--- config.mk ---
export PLATFORM = sky130hd
export DESIGN_NAME = bcd_binary_converter
export DESIGN_NICKNAME = d
export VERILOG_FILES = /design/src/rtl/bcd_binary_converter.sv
export SDC_FILE = /design/constraint.sdc
export NUM_CORES = 1
export LEC_CHECK = 0
export CAP_MARGIN = 20
export CORE_ASPECT_RATIO = 0.5
export CORE_UTILIZATION = 40
export CTS_CLUSTER_SIZE = 12
export DETAILED_ROUTE_END_ITERATION = 6
export PLACE_DENSITY = 0.59
export SETUP_SLACK_MARGIN = 0.3
export SYNTH_ARGS = -nofsm -noshare
export SYNTH_HDL_FRONTEND = slang
export SYNTH_SLANG_ARGS = --single-unit
--- constraint.sdc ---
create_clock -name clk -period 2.2 [get_ports clk]
set_input_delay 0.33 -clock clk [delete_from_list [all_inputs] [get_ports clk]]
set_output_delay 0.33 -clock clk [all_outputs]
set_load 0.01 [all_outputs]
--- src/rtl/bcd_binary_converter.sv ---
// ---------------------------------------------------------------------------
// bcd_binary_converter
//
// Sequential 3-digit BCD to 8-bit binary converter using reverse double-dabble.
// An accepted request loads {hundreds, tens, ones} into an 18-bit work register
// {bcd[9:0], bin[7:0]}. The register shifts right one bit per clock, and any
// BCD nibble that reads >= 8 after a shift is reduced by 3. After 8 shifts the
// bin field holds the binary value. Bad inputs finish on the accepting edge.
//
// Optional build macro:
//   BCD2BIN_CLAMP_EN - values 256..299 with valid digits complete immediately
//                      with binary=8'hFF and error=0 instead of erroring.
//
// Ports:
//   clk      in   1  system clock, rising edge
//   rst_n    in   1  asynchronous active-low reset
//   start    in   1  conversion request, sampled only while busy=0
//   hundreds in   2  BCD hundreds digit
//   tens     in   4  BCD tens digit
//   ones     in   4  BCD ones digit
//   binary   out  8  result, held between conversions
//   busy     out  1  high while shifting
//   done     out  1  one-cycle completion pulse
//   error    out  1  input invalid / out of range, held with binary
// ---------------------------------------------------------------------------
module bcd_binary_converter #(
    parameter logic [7:0] ERROR_VALUE = 8'h00
) (
    input  logic       clk,
    input  logic       rst_n,
    input  logic       start,
    input  logic [1:0] hundreds,
    input  logic [3:0] tens,
    input  logic [3:0] ones,
    output logic [7:0] binary,
    output logic       busy,
    output logic       done,
    output logic       error
);

    typedef enum logic [1:0] {
        ST_IDLE,
        ST_SHIFT,
        ST_DONE
    } state_t;

    state_t      state_q, state_d;
    logic [17:0] work_q, work_d;
    logic [2:0]  cnt_q, cnt_d;
    logic [7:0]  binary_q, binary_d;
    logic        error_q, error_d;

    logic [17:0] shifted;
    logic [17:0] corrected;
    logic        digit_bad;
    logic        over_range;

    always_ff @(posedge clk or negedge rst_n) begin
        if (!rst_n) begin
            state_q  <= ST_IDLE;
            work_q   <= '0;
            cnt_q    <= '0;
            binary_q <= '0;
            error_q  <= 1'b0;
        end else begin
            state_q  <= state_d;
            work_q   <= work_d;
            cnt_q    <= cnt_d;
            binary_q <= binary_d;
            error_q  <= error_d;
        end
    end

    always_comb begin
        digit_bad  = (tens > 4'd9) || (ones > 4'd9);
        over_range = (hundreds == 2'd3) ||
                     ((hundreds == 2'd2) &&
                      ((tens > 4'd5) || ((tens == 4'd5) && (ones > 4'd5))));

        // The hundreds field is only 2 bits and receives a zero from the top,
        // so it never reaches 8 and needs no correction.
        shifted   = work_q >> 1;
        corrected = shifted;
        if (shifted[15:12] >= 4'd8) begin
            corrected[15:12] = shifted[15:12] - 4'd3;
        end
        if (shifted[11:8] >= 4'd8) begin
            corrected[11:8] = shifted[11:8] - 4'd3;
        end

        state_d  = state_q;
        work_d   = work_q;
        cnt_d    = cnt_q;
        binary_d = binary_q;
        error_d  = error_q;

        case (state_q)
            ST_SHIFT: begin
                work_d = corrected;
                cnt_d  = cnt_q + 3'd1;
                if (cnt_q == 3'd7) begin
                    binary_d = corrected[7:0];
                    state_d  = ST_DONE;
                end
            end
            default: begin
                // IDLE and DONE both accept; DONE otherwise falls back to IDLE.
                state_d = ST_IDLE;
                if (start) begin
`ifdef BCD2BIN_CLAMP_EN
                    if (digit_bad || (hundreds == 2'd3)) begin
                        state_d  = ST_DONE;
                        binary_d = ERROR_VALUE;
                        error_d  = 1'b1;
                    end else if (over_range) begin
                        state_d  = ST_DONE;
                        binary_d = 8'hFF;
                        error_d  = 1'b0;
                    end else begin
                        state_d = ST_SHIFT;
                        work_d  = {hundreds, tens, ones, 8'h00};
                        cnt_d   = '0;
                        error_d = 1'b0;
                    end
`else
                    if (digit_bad || over_range) begin
                        state_d  = ST_DONE;
                        binary_d = ERROR_VALUE;
                        error_d  = 1'b1;
                    end else begin
                        state_d = ST_SHIFT;
                        work_d  = {hundreds, tens, ones, 8'h00};
                        cnt_d   = '0;
                        error_d = 1'b0;
                    end
`endif
                end
            end
        endcase
    end

    assign binary = binary_q;
    assign error  = error_q;
    assign busy   = (state_q == ST_SHIFT);
    assign done   = (state_q == ST_DONE);

endmodule

; Word-level counts from Yosys, hierarchy flattened
; Index checks and enable logic that the tools add are counted.
[totals]
input_bits = 13
regBits = 32
[classes]
n_reduce_logical = 11
muxes = 17
addsub = 3
n_eq_ne = 8
n_lt_le_gt_ge = 6
bitwise = 1
[ops]
columns = cell, count
row1 = 18-bit 2-to-1 mux, 3
row2 = 8-bit 2-to-1 mux, 4
row3 = 3-bit 2-to-1 mux, 3
row4 = "4-bit greater-or-equal comparator, second input constant", 2
row5 = "4-bit by 3-bit greater-than comparator with 1-bit output, second input constant", 2
row6 = "4-bit greater-than comparator, second input constant", 2
row7 = 2-bit 2-to-1 mux, 4
row8 = 4-bit 2-to-1 mux, 2
row9 = "4-bit by 2-bit subtractor with 4-bit output, second input constant", 2
row10 = "2-bit equality test, second input constant", 3
row11 = "4-bit by 3-bit equality test with 1-bit output, second input constant", 1
row12 = 1-bit logical OR, 4
row13 = 2-bit AND reduction, 2
row14 = 2-bit nonzero test, 2
row15 = "3-bit by 1-bit adder with 3-bit output, second input constant", 1
row16 = "3-bit equality test, second input constant", 1
row17 = 3-bit AND reduction, 1
row18 = "2-bit by 1-bit equality test with 1-bit output, second input constant", 1
row19 = 1-bit logical AND, 2
row20 = "2-bit by 1-bit inequality test with 1-bit output, second input constant", 1
row21 = "2-bit inequality test, second input constant", 1
row22 = 1-bit 2-to-1 mux, 1
row23 = 1-bit inverter, 1

; Longest topological paths before layout
; Gate-level depths: netlist (run 1).
[depth]
ltp_word = 9
mapped_depth = 7
ltp_nobuf = 6

; Worst setup path after synthesis (run 1)
; Ideal clock, no wire load.
[synth_path]
kind = input -> register
start = in tens[0]
end = reg work_q[8]
setup_time_ns = 0.126
slack_ns = 0.725
cell_stages = 4
arrival_ns = 1.349
required_ns = 2.074
path_cell_list = o31a_1 > o22a_2 > a21o_1 > a221o_1
[synth_between]
elab_chain_len = 8
[synth_lines]
columns = item, line
row1 = start: declaration, 33  ; input logic [3:0] tens,
row2 = "parallel branches: the longest is 5 deep, another holds 4-bit by 3-bit greater-than comparator with 1-bit output", --
row3 = 1-bit logical OR *, 126  ; if (digit_bad || over_range) begin
row4 = 2-bit inequality test (no source line) *, --
row5 = 2-bit AND reduction (no source line) *, --
row6 = end signal: assignment, 67  ; work_q <= work_d;
row7 = end: declaration, 48  ; logic [17:0] work_q, work_d;
; Mark *: on every way between the ends.
; A chain may end at the register's enable or synchronous reset.

; Worst setup path after layout (run 1)
[layout_path]
start = in tens[1]
end = reg work_q[11]
; The elaborated chain is that of the path after synthesis.

==> impl_metrics.py, run 1 <==
metrics = {
    "worst_setup_path": {
        "r2r_start": "state_q[0]",
        "r2r_end": "work_q[2]",
        "arrival_ps": 2010,
        "start_kind": "primary input",
        "reg2reg_slack_ps": 490,
        "worstSetupEndpointType": "flip-flop",
        "crit_required_ps": 2370,
        "crit_type": "primary input to flip-flop",
        "crit_start": "tens[1]",
        "ff2ff_path_depth": 6,
        "crit_fanout": 5,
    },
    "finish": {
        "multi_input_area_um2": 781,
        "finalNetCount": 217,
        "area_delta_synth_final_pct": 25.9,
        "ff_latch_area_um2": 776,
        "final_util": 0.560,
        "fill_cells": 341,
        "n_antenna_cell": 0,
        "drive_above_1_share": 0.141,
    },
    "grt": {
        "antenna_found_initial": 0,
        "grt_pass1_wl_um": 5980,
        "grt_start_max_net_pins": 32,
        "grt_usage": 0.187,
        "grt-ovfl-total": 0,
        "grt_pass1_vias": 1244,
    },
    "place": {
        "routabilityCongestion": 0.792,
        "detailedPlace.worstSlack_ps": 75.2,
        "portBuffers": 23,
        "dp_hpwl_um": 2540,
    },
    "drt": {
        "ant_nets": 0,
        "drt-pass1-iter-count": 4,
        "avgViaCountPerCell": 5.26,
        "drt_wl_total_um": 3620,
        "drc": 0,
        "drtIter0Drc": 78,
        "wl_per_cell_um": 14.5,
        "vias": 1315,
    },
    "clocking": {
        "cts_buffers": 5,
        "cts_tree": "done",
        "clk_pin_slew_ps": 70,
        "cts.sinks": 31,
        "clk_latency_ps": 290,
        "ctsRootBufferMaster": "clkbuf_8",
        "clockBufferDepth": 2,
        "h-tree-depth": 2,
    },
    "sta": {
        "slew_headroom": 0.685,
        "maxSlewViolCount": 0,
        "fin_setup_tns_ps": 0,
        "fmax_mhz": 543,
        "layout_setup_ws_ps": 357,
        "fin_skew_ps": 5.78,
        "hold_viol_final": 0,
        "rsz0062_at_grt": "yes",
        "report.final.setup_viol": 0,
        "tightest_slew_ps": 472,
        "min_period_over_period": 0.838,
        "period_needed_ps": 1840,
        "whs_ps": 440,
    },
    "synth": {
        "seq_area_frac_synth": 0.479,
        "ys_warn_count": 0,
        "syn_nets": 185,
        "avgSynthCellArea_um2": 9.76,
        "synth_most_common_cell": "nor2_1",
        "ys_async_sr_fraction": 1.00,
        "synth_cells": 166,
        "synth.top_cell.area_share": 0.479,
        "netlist_area_um2": 1620,
        "ys_seq_elements": 31,
        "synth_area_leaders": "dfrtp_1 48%, nor2_1 9.5%, nor3_1 5.3%",
        "synthTopCellsByCount": "41 x nor2_1, 31 x dfrtp_1, 17 x nor3_1",
        "yosysTopAreaCell": "dfrtp_1",
        "synth_ff_type": "dfrtp_1",
        "synth_edf_count": 0,
        "yosysUniqueCellTypes": 38,
    },
    "pwr": {
        "p_seq_frac": 0.401,
        "p_leak_nw": 0.887,
        "p_sw_frac": 0.382,
        "vdd_drop_max_v": 0.000489,
        "p_per_area_nw_per_um2": 1270,
        "power.switching_w": 0.000988,
        "combPwrFrac": 0.424,
        "p_int_w": 0.00160,
        "clock_power_share": 0.174,
    },
    "floorplan": {
        "core_area_um2": 3640,
        "dieWidth_um": 92.0,
        "die_h_um": 47.0,
        "rows": 15,
        "dieArea_um2": 4320,
        "start_util": 0.445,
        "pin_count": 24,
    },
    "min_path": {
        "worstHoldPathType": "primary input to asynchronous set/reset pin",
    },
    "status": {
        "outcome": "finished, final reports clean",
    },
    "run": {
        "maxCapViolCount": 0,
    },
}
logic make-up after synthesis:
group / count (synthesis) / synth area share
buf+inv: 15 / 0.0417
simple gates: 77 / 0.225
compound gates: 30 / 0.167
xor+xnor: 4 / 0.0216
fa+ha+maj: 6 / 0.0463
flops: 31 / 0.479
mux: 3 / 0.0201
cell usage in the layout, fill, tap and decap left out, types with 2 or more instances in the layout:
cell type	Yosys	routed
a21oi_1	3	3
dfrtp_1	31	31
ha_1	6	6
nor2b_1	3	3
clkbuf_8	0	5
nand2_1	5	5
xnor2_1	4	4
clkdlybuf4s50_1	0	23
o22a_2	2	2
buf_4	0	9
a21o_1	2	2
nand4_1	3	3
nor3_1	17	17
a221o_1	8	8
a22oi_1	2	2
clkinvlp_4	0	2
o31ai_1	3	3
mux2_2	2	2
and2_1	2	2
nor2_1	41	41
inv_1	7	7
worst max-delay path by stage:
stage                       to
floorplan            work_q[8]
global placement    work_q[11]
detailed placement  work_q[13]
CTS                 work_q[14]
global route        work_q[14]
finish              work_q[11]
power groups by stage:
stage | Clock (W) | Sequential [W] | Combinational (W)
final | 0.000451 | 0.00104 | 0.00110
after global placement | 0 | 0.00105 | 0.00107
after global routing | 0.000488 | 0.00107 | 0.00123
after floorplan | 0 | 0.000999 | 0.000758
after detailed placement | 0 | 0.00105 | 0.00108
after CTS | 0.000464 | 0.00104 | 0.00111
registers in the layout (all words and copies together), names as in the netlist:
signal	count
work_q	17
binary	8
error	1
cnt_q	3
state_q	2
critical path, cell delays in order:
cell and delay (ps):
clkdlybuf4s50_1 510, o31a_1 350, o22a_2 250, o2bb2ai_1 230, a221o_1 340
per-layer routing:
layer | vias to the layer above | routed length (µm) | global-route usage | part of all wire
li1 | 655 | - | - | -
met1 | 640 | 1880 | 0.254 | 0.52
met2 | 18 | 1590 | 0.294 | 0.44
met3 | 2 | 130 | 0.0502 | 0.036
met4 | 0 | 12 | 0.0688 | 0.0033
met5 | - | 0 | 0 | 0
layout make-up:
type / instances / area share
Sequential cell: 31 / 0.380
Clock buffer: 5 / 0.0337
Tap cell: 51 / 0.0313
Multi-Input combinational cell: 120 / 0.383
Timing Repair Buffer: 32 / 0.146
Inverter: 8 / 0.0160
Clock inverter: 3 / 0.00982
what timing repair did:
item / in CTS / in global routing
gates cloned: 0 / 0
hold buffers: 0 / 0
setup buffers: 1 / 0
endpoints found under the setup margin: 1 / 12
gates resized for setup: 1 / 1
pin swaps: 0 / 0
through the flow:
step           area [µm²]  total power (W)  std cells
6_report             2040          0.00259        250
5_1_grt              2040          0.00280        250
4_1_cts              2040          0.00261        250
3_5_place_dp         1940          0.00213        241
3_3_place_gp         1940          0.00212        241
2_1_floorplan        1620          0.00176        166
No activity file was read; power rests on OpenSTA's default activity.
==> run 2: changes to the inputs <==
PLACE_DENSITY = 0.61   (was 0.59)
clock period = 1.6 ns   (was 2.2 ns; I/O delays follow)
==> impl_metrics.py, run 2 (same netlist as run 1, synthesis figures left out) <==
metrics = {
    "sta": {
        "report.final.setup_viol": 0,
        "hold_viol_final": 0,
        "min_period_over_period": 0.944,
        "rsz0062_at_grt": "yes",
        "maxSlewViolCount": 0,
        "fmax_mhz": 662,
        "tightest_slew_ps": 404,
        "period_needed_ps": 1510,
        "fin_skew_ps": 4.11,
        "slew_headroom": 0.730,
        "fin_setup_tns_ps": 0,
    },
    "drt": {
        "drt-pass1-iter-count": 4,
        "drtIter0Drc": 62,
        "wl_per_cell_um": 16.1,
        "vias": 1588,
        "drt_wl_total_um": 4660,
        "drc": 0,
        "ant_nets": 0,
        "avgViaCountPerCell": 5.49,
    },
    "grt": {
        "grt-ovfl-total": 0,
        "use_met1": 0.306,
        "grt_pass1_vias": 1558,
        "top_usage_layer": "met2",
        "antenna_found_initial": 0,
        "grt_use_met2": 0.409,
        "grt_start_max_net_pins": 32,
        "grt_pass1_wl_um": 7530,
        "grt_usage": 0.237,
        "use_met3": 0.0777,
    },
    "floorplan": {
        "dieWidth_um": 92.0,
        "dieArea_um2": 4320,
        "core_area_um2": 3640,
        "pin_count": 24,
        "die_h_um": 47.0,
        "start_util": 0.445,
        "rows": 15,
    },
    "clocking": {
        "clockBufferDepth": 2,
        "clk_pin_slew_ps": 60,
        "cts_tree": "done",
        "clk_latency_ps": 270,
        "cts_buffers": 5,
        "h-tree-depth": 2,
        "cts.sinks": 31,
        "ctsRootBufferMaster": "clkbuf_8",
    },
    "finish": {
        "largest-register": "work_q",
        "final_common_cell": "dfrtp_1",
        "area_delta_synth_final_pct": 69.6,
        "finalNonFillerCells": 289,
        "drive_above_1_share": 0.542,
        "fill_cells": 235,
        "n_antenna_cell": 0,
        "largest_reg_flops": 17,
        "ff_latch_area_um2": 776,
        "finalNetCount": 257,
        "most-common-layout-cells": "31 x dfrtp_1, 30 x buf_4, 26 x nor2_1",
        "multi_input_area_um2": 1150,
        "final_area_um2": 2750,
    },
    "pwr": {
        "vdd_drop_max_v": 0.000901,
        "total_power_w": 0.00466,
        "p_per_area_nw_per_um2": 1690,
        "p_leak_nw": 1.27,
    },
    "worst_setup_path": {
        "arrival_ps": 1670,
        "r2r_end": "work_q[13]",
        "crit_required_ps": 1760,
        "crit_type": "flip-flop to flip-flop",
        "ff2ff_path_depth": 6,
        "r2r_start": "work_q[13]",
        "reg2reg_slack_ps": 90,
        "start_kind": "flip-flop",
        "worstSetupEndpointType": "flip-flop",
        "crit_fanout": 3,
    },
    "place": {
        "dp_hpwl_um": 2800,
        "place_area_um2": 2200,
        "routabilityCongestion": 0.818,
        "placed_cells": 262,
        "portBuffers": 23,
    },
    "run": {
        "maxCapViolCount": 0,
    },
    "min_path": {
        "worstHoldPathType": "primary input to flip-flop",
        "whs_path_depth": 2,
        "whs_endpoint": "work_q[16]",
        "hp-start": "hundreds[0]",
    },
    "status": {
        "outcome": "finished, final reports clean",
    },
}
run 2: routing by layer:
metal / up-vias / part of all wire
li1: 738 / -
met1: 807 / 0.48
met2: 39 / 0.47
met3: 4 / 0.045
met4: 0 / 0.0086
met5: - / 0
run 2: critical path: stages, from the launching register on:
cell	delay [ps]
dfrtp_1	420
inv_2	100
ha_4	200
mux2_4	260
nand2_2	70
o31ai_1	60
a221o_1	270
run 2: cell type report:
cell class,count,area share
clock buffer,6,0.0301
clock inverter,1,0.00182
inverter,8,0.0137
multi-input combinational,122,0.419
sequential,31,0.282
tap,51,0.0232
timing repair buffer,70,0.230
run 2: power breakdown:
group	switching (W)	leakage, nW	total [W]	internal [W]
clock	0.000277	0.0470	0.000614	0.000337
sequential	0.000305	0.385	0.00143	0.00112
combinational	0.00121	0.839	0.00261	0.00141
total	0.00179	1.27	0.00466	0.00287
run 2: metrics by stage:
stage / hold slack (ps) / util / setup WS [ps]
4_1_cts: 293 / 0.710 / 107
5_1_grt: 289 / 0.755 / 54.7
2_1_floorplan: -55.6 / - / 158
6_report: 299 / 0.755 / 89.3
3_3_place_gp: 464 / 0.603 / -411
3_5_place_dp: 469 / 0.603 / -445
run 2: what timing repair did:
item	CTS	global route
resized for setup	79	40
setup endpoints to repair	42	30
hold buffers	0	0
setup buffers	15	2
gates cloned	3	0
pin swaps	29	26
run 2: worst max-delay path by stage:
stage,start,endpoint,slack [ps],cells after the start
detailed placement,tens[1],work_q[16],-440,5
CTS,work_q[13],work_q[13],110,6
finish,work_q[13],work_q[13],90,6
global placement,tens[1],work_q[16],-410,5
global route,work_q[13],work_q[13],50,6
floorplan,work_q[13],work_q[13],160,6
==> run 3: changes to the inputs <==
TNS_END_PERCENT = 30   (was not set)
==> impl_metrics.py, run 3 (same netlist as run 1, synthesis figures left out) <==
metrics = {
    "pwr": {
        "p_leak_nw": 1.23,
        "p_seq_frac": 0.330,
        "p_per_area_nw_per_um2": 1720,
        "p_int_w": 0.00271,
        "power.switching_w": 0.00156,
        "combPwrFrac": 0.486,
        "vdd_drop_max_v": 0.000839,
        "p_sw_frac": 0.365,
        "clock_power_share": 0.183,
        "total_power_w": 0.00426,
    },
    "finish": {
        "finalNonFillerCells": 284,
        "n_antenna_cell": 0,
        "largest-register": "work_q",
        "largest_reg_flops": 17,
        "final_common_cell": "nor2_1",
        "drive_above_1_share": 0.369,
        "most-common-layout-cells": "40 x nor2_1, 37 x buf_4, 30 x dfrtp_1",
        "finalNetCount": 251,
        "final_area_um2": 2480,
        "area_delta_synth_final_pct": 53.1,
    },
    "worst_setup_path": {
        "arrival_ps": 1620,
        "reg2reg_slack_ps": 150,
        "start_kind": "flip-flop",
        "r2r_start": "work_q[13]",
        "path_buf_inv": 1,
        "r2r_end": "work_q[13]",
        "critical-path-slowest-cell": "dfrtp_1",
        "ff2ff_path_depth": 6,
        "crit_fanout": 3,
        "crit_required_ps": 1770,
        "cpPeakStageDelay_ps": 410,
        "path_delay_family": "flip-flops",
        "crit_chain": "inv_2, ha_4, mux2_4, nand2_2, o31ai_2, a221o_1",
        "worstSetupEndpointType": "flip-flop",
        "crit_type": "flip-flop to flip-flop",
    },
    "sta": {
        "rsz0062_at_grt": "yes",
        "maxSlewViolCount": 0,
        "period_needed_ps": 1450,
        "min_period_over_period": 0.904,
        "fin_skew_ps": 5.82,
        "fmax_mhz": 691,
        "tightest_slew_ps": 392,
        "layout_setup_ws_ps": 153,
        "hold_viol_final": 0,
        "fin_setup_tns_ps": 0,
        "report.final.setup_viol": 0,
        "slew_headroom": 0.735,
    },
    "clocking": {
        "cts_buffers": 5,
        "clk_latency_ps": 290,
        "cts_hold_buf": 0,
        "clockBufferDepth": 2,
        "cts.sinks": 31,
        "h-tree-depth": 2,
        "ctsRootBufferMaster": "clkbuf_8",
        "cts_tree": "done",
        "clk_pin_slew_ps": 70,
    },
    "min_path": {
        "hp-start": "hundreds[0]",
        "worstHoldPathType": "primary input to flip-flop",
        "whs_endpoint": "work_q[16]",
        "whs_path_depth": 2,
    },
    "status": {
        "outcome": "finished, final reports clean",
    },
    "place": {
        "placed_cells": 263,
        "routabilityCongestion": 0.825,
        "portBuffers": 23,
        "dp_hpwl_um": 2780,
        "detailedPlace.worstSlack_ps": -434,
        "place_area_um2": 2120,
    },
    "drt": {
        "drc": 0,
        "drtIter0Drc": 78,
        "vias": 1508,
        "ant_nets": 0,
        "wl_per_cell_um": 15.4,
        "drt-pass1-iter-count": 4,
        "avgViaCountPerCell": 5.31,
        "drt_wl_total_um": 4370,
    },
    "floorplan": {
        "core_area_um2": 3640,
        "rows": 15,
        "pin_count": 24,
        "die_h_um": 47.0,
        "start_util": 0.445,
        "dieArea_um2": 4320,
        "dieWidth_um": 92.0,
    },
    "grt": {
        "grt_pass1_vias": 1482,
        "grt_usage": 0.229,
        "grt_start_max_net_pins": 32,
        "grt-ovfl-total": 0,
        "grt_pass1_wl_um": 7270,
        "antenna_found_initial": 0,
    },
    "run": {
        "maxCapViolCount": 0,
    },
}
[run 3: changes by cell type in the layout (fill, tap and decap cells not counted), sizes merged, moves of 3 or more]
| cell | delta |
|---|---|
| buf | -6 |
| clkdlybuf4s50 | +3 |
| dlygate4sd2 | -8 |
| dlymetal6s2s | +6 |
[run 3: stage by stage]
| stage | utilization | hold slack (ps) |
|---|---|---|
| 6_report | 0.681 | 282 |
| 5_1_grt | 0.681 | 310 |
| 4_1_cts | 0.670 | 278 |
| 3_5_place_dp | 0.583 | 484 |
| 3_3_place_gp | 0.583 | 465 |
| 2_1_floorplan | - | -55.6 |
[run 3: layout make-up]
class | instances | area (µm²)
Timing Repair Buffer | 66 | 603
Tap cell | 51 | 63.8
Fill cell | 293 | 1160
Clock buffer | 5 | 68.8
Multi-Input combinational cell | 120 | 886
Sequential cell | 31 | 777
Clock inverter | 3 | 43.8
Inverter | 8 | 37.5
[run 3: worst max-delay path by stage]
stage | start | end | slack [ps] | depth (start not counted)
3_5_place_dp | tens[1] | work_q[12] | -430 | 5
3_3_place_gp | tens[1] | work_q[9] | -400 | 5
2_1_floorplan | work_q[13] | work_q[13] | 160 | 6
5_1_grt | work_q[13] | work_q[13] | 90 | 6
6_report | work_q[13] | work_q[13] | 150 | 6
4_1_cts | work_q[13] | work_q[13] | 150 | 6
[run 3: power by group through the flow]
| stage | Sequential, W | Clock [W] | Combinational (W) |
|---|---|---|---|
| floorplan | 0.00137 | 0 | 0.00111 |
| global placement | 0.00140 | 0 | 0.00167 |
| detailed placement | 0.00141 | 0 | 0.00171 |
| CTS | 0.00140 | 0.000793 | 0.00201 |
| global route | 0.00146 | 0.000838 | 0.00228 |
| finish | 0.00141 | 0.000781 | 0.00207 |
[run 3: routing by layer]
metal	part of all wire	wire, µm	track usage
met5	0	0	0
met2	0.47	2070	0.396
met3	0.048	209	0.0566
met1	0.47	2040	0.292
met4	0.011	48	0.0844
[run 3: worst reg2reg max path: stages, from the launching register on]
cell,delay [ps]
dfrtp_1,410
inv_2,90
ha_4,190
mux2_4,250
nand2_2,60
o31ai_2,60
a221o_1,260
[run 3: timing repair]
item / CTS / global route
resized for setup: 49 / 15
pin swaps: 11 / 3
buffers inserted: 12 / 0
setup endpoints to repair: 42 / 42
cloned: 1 / 0
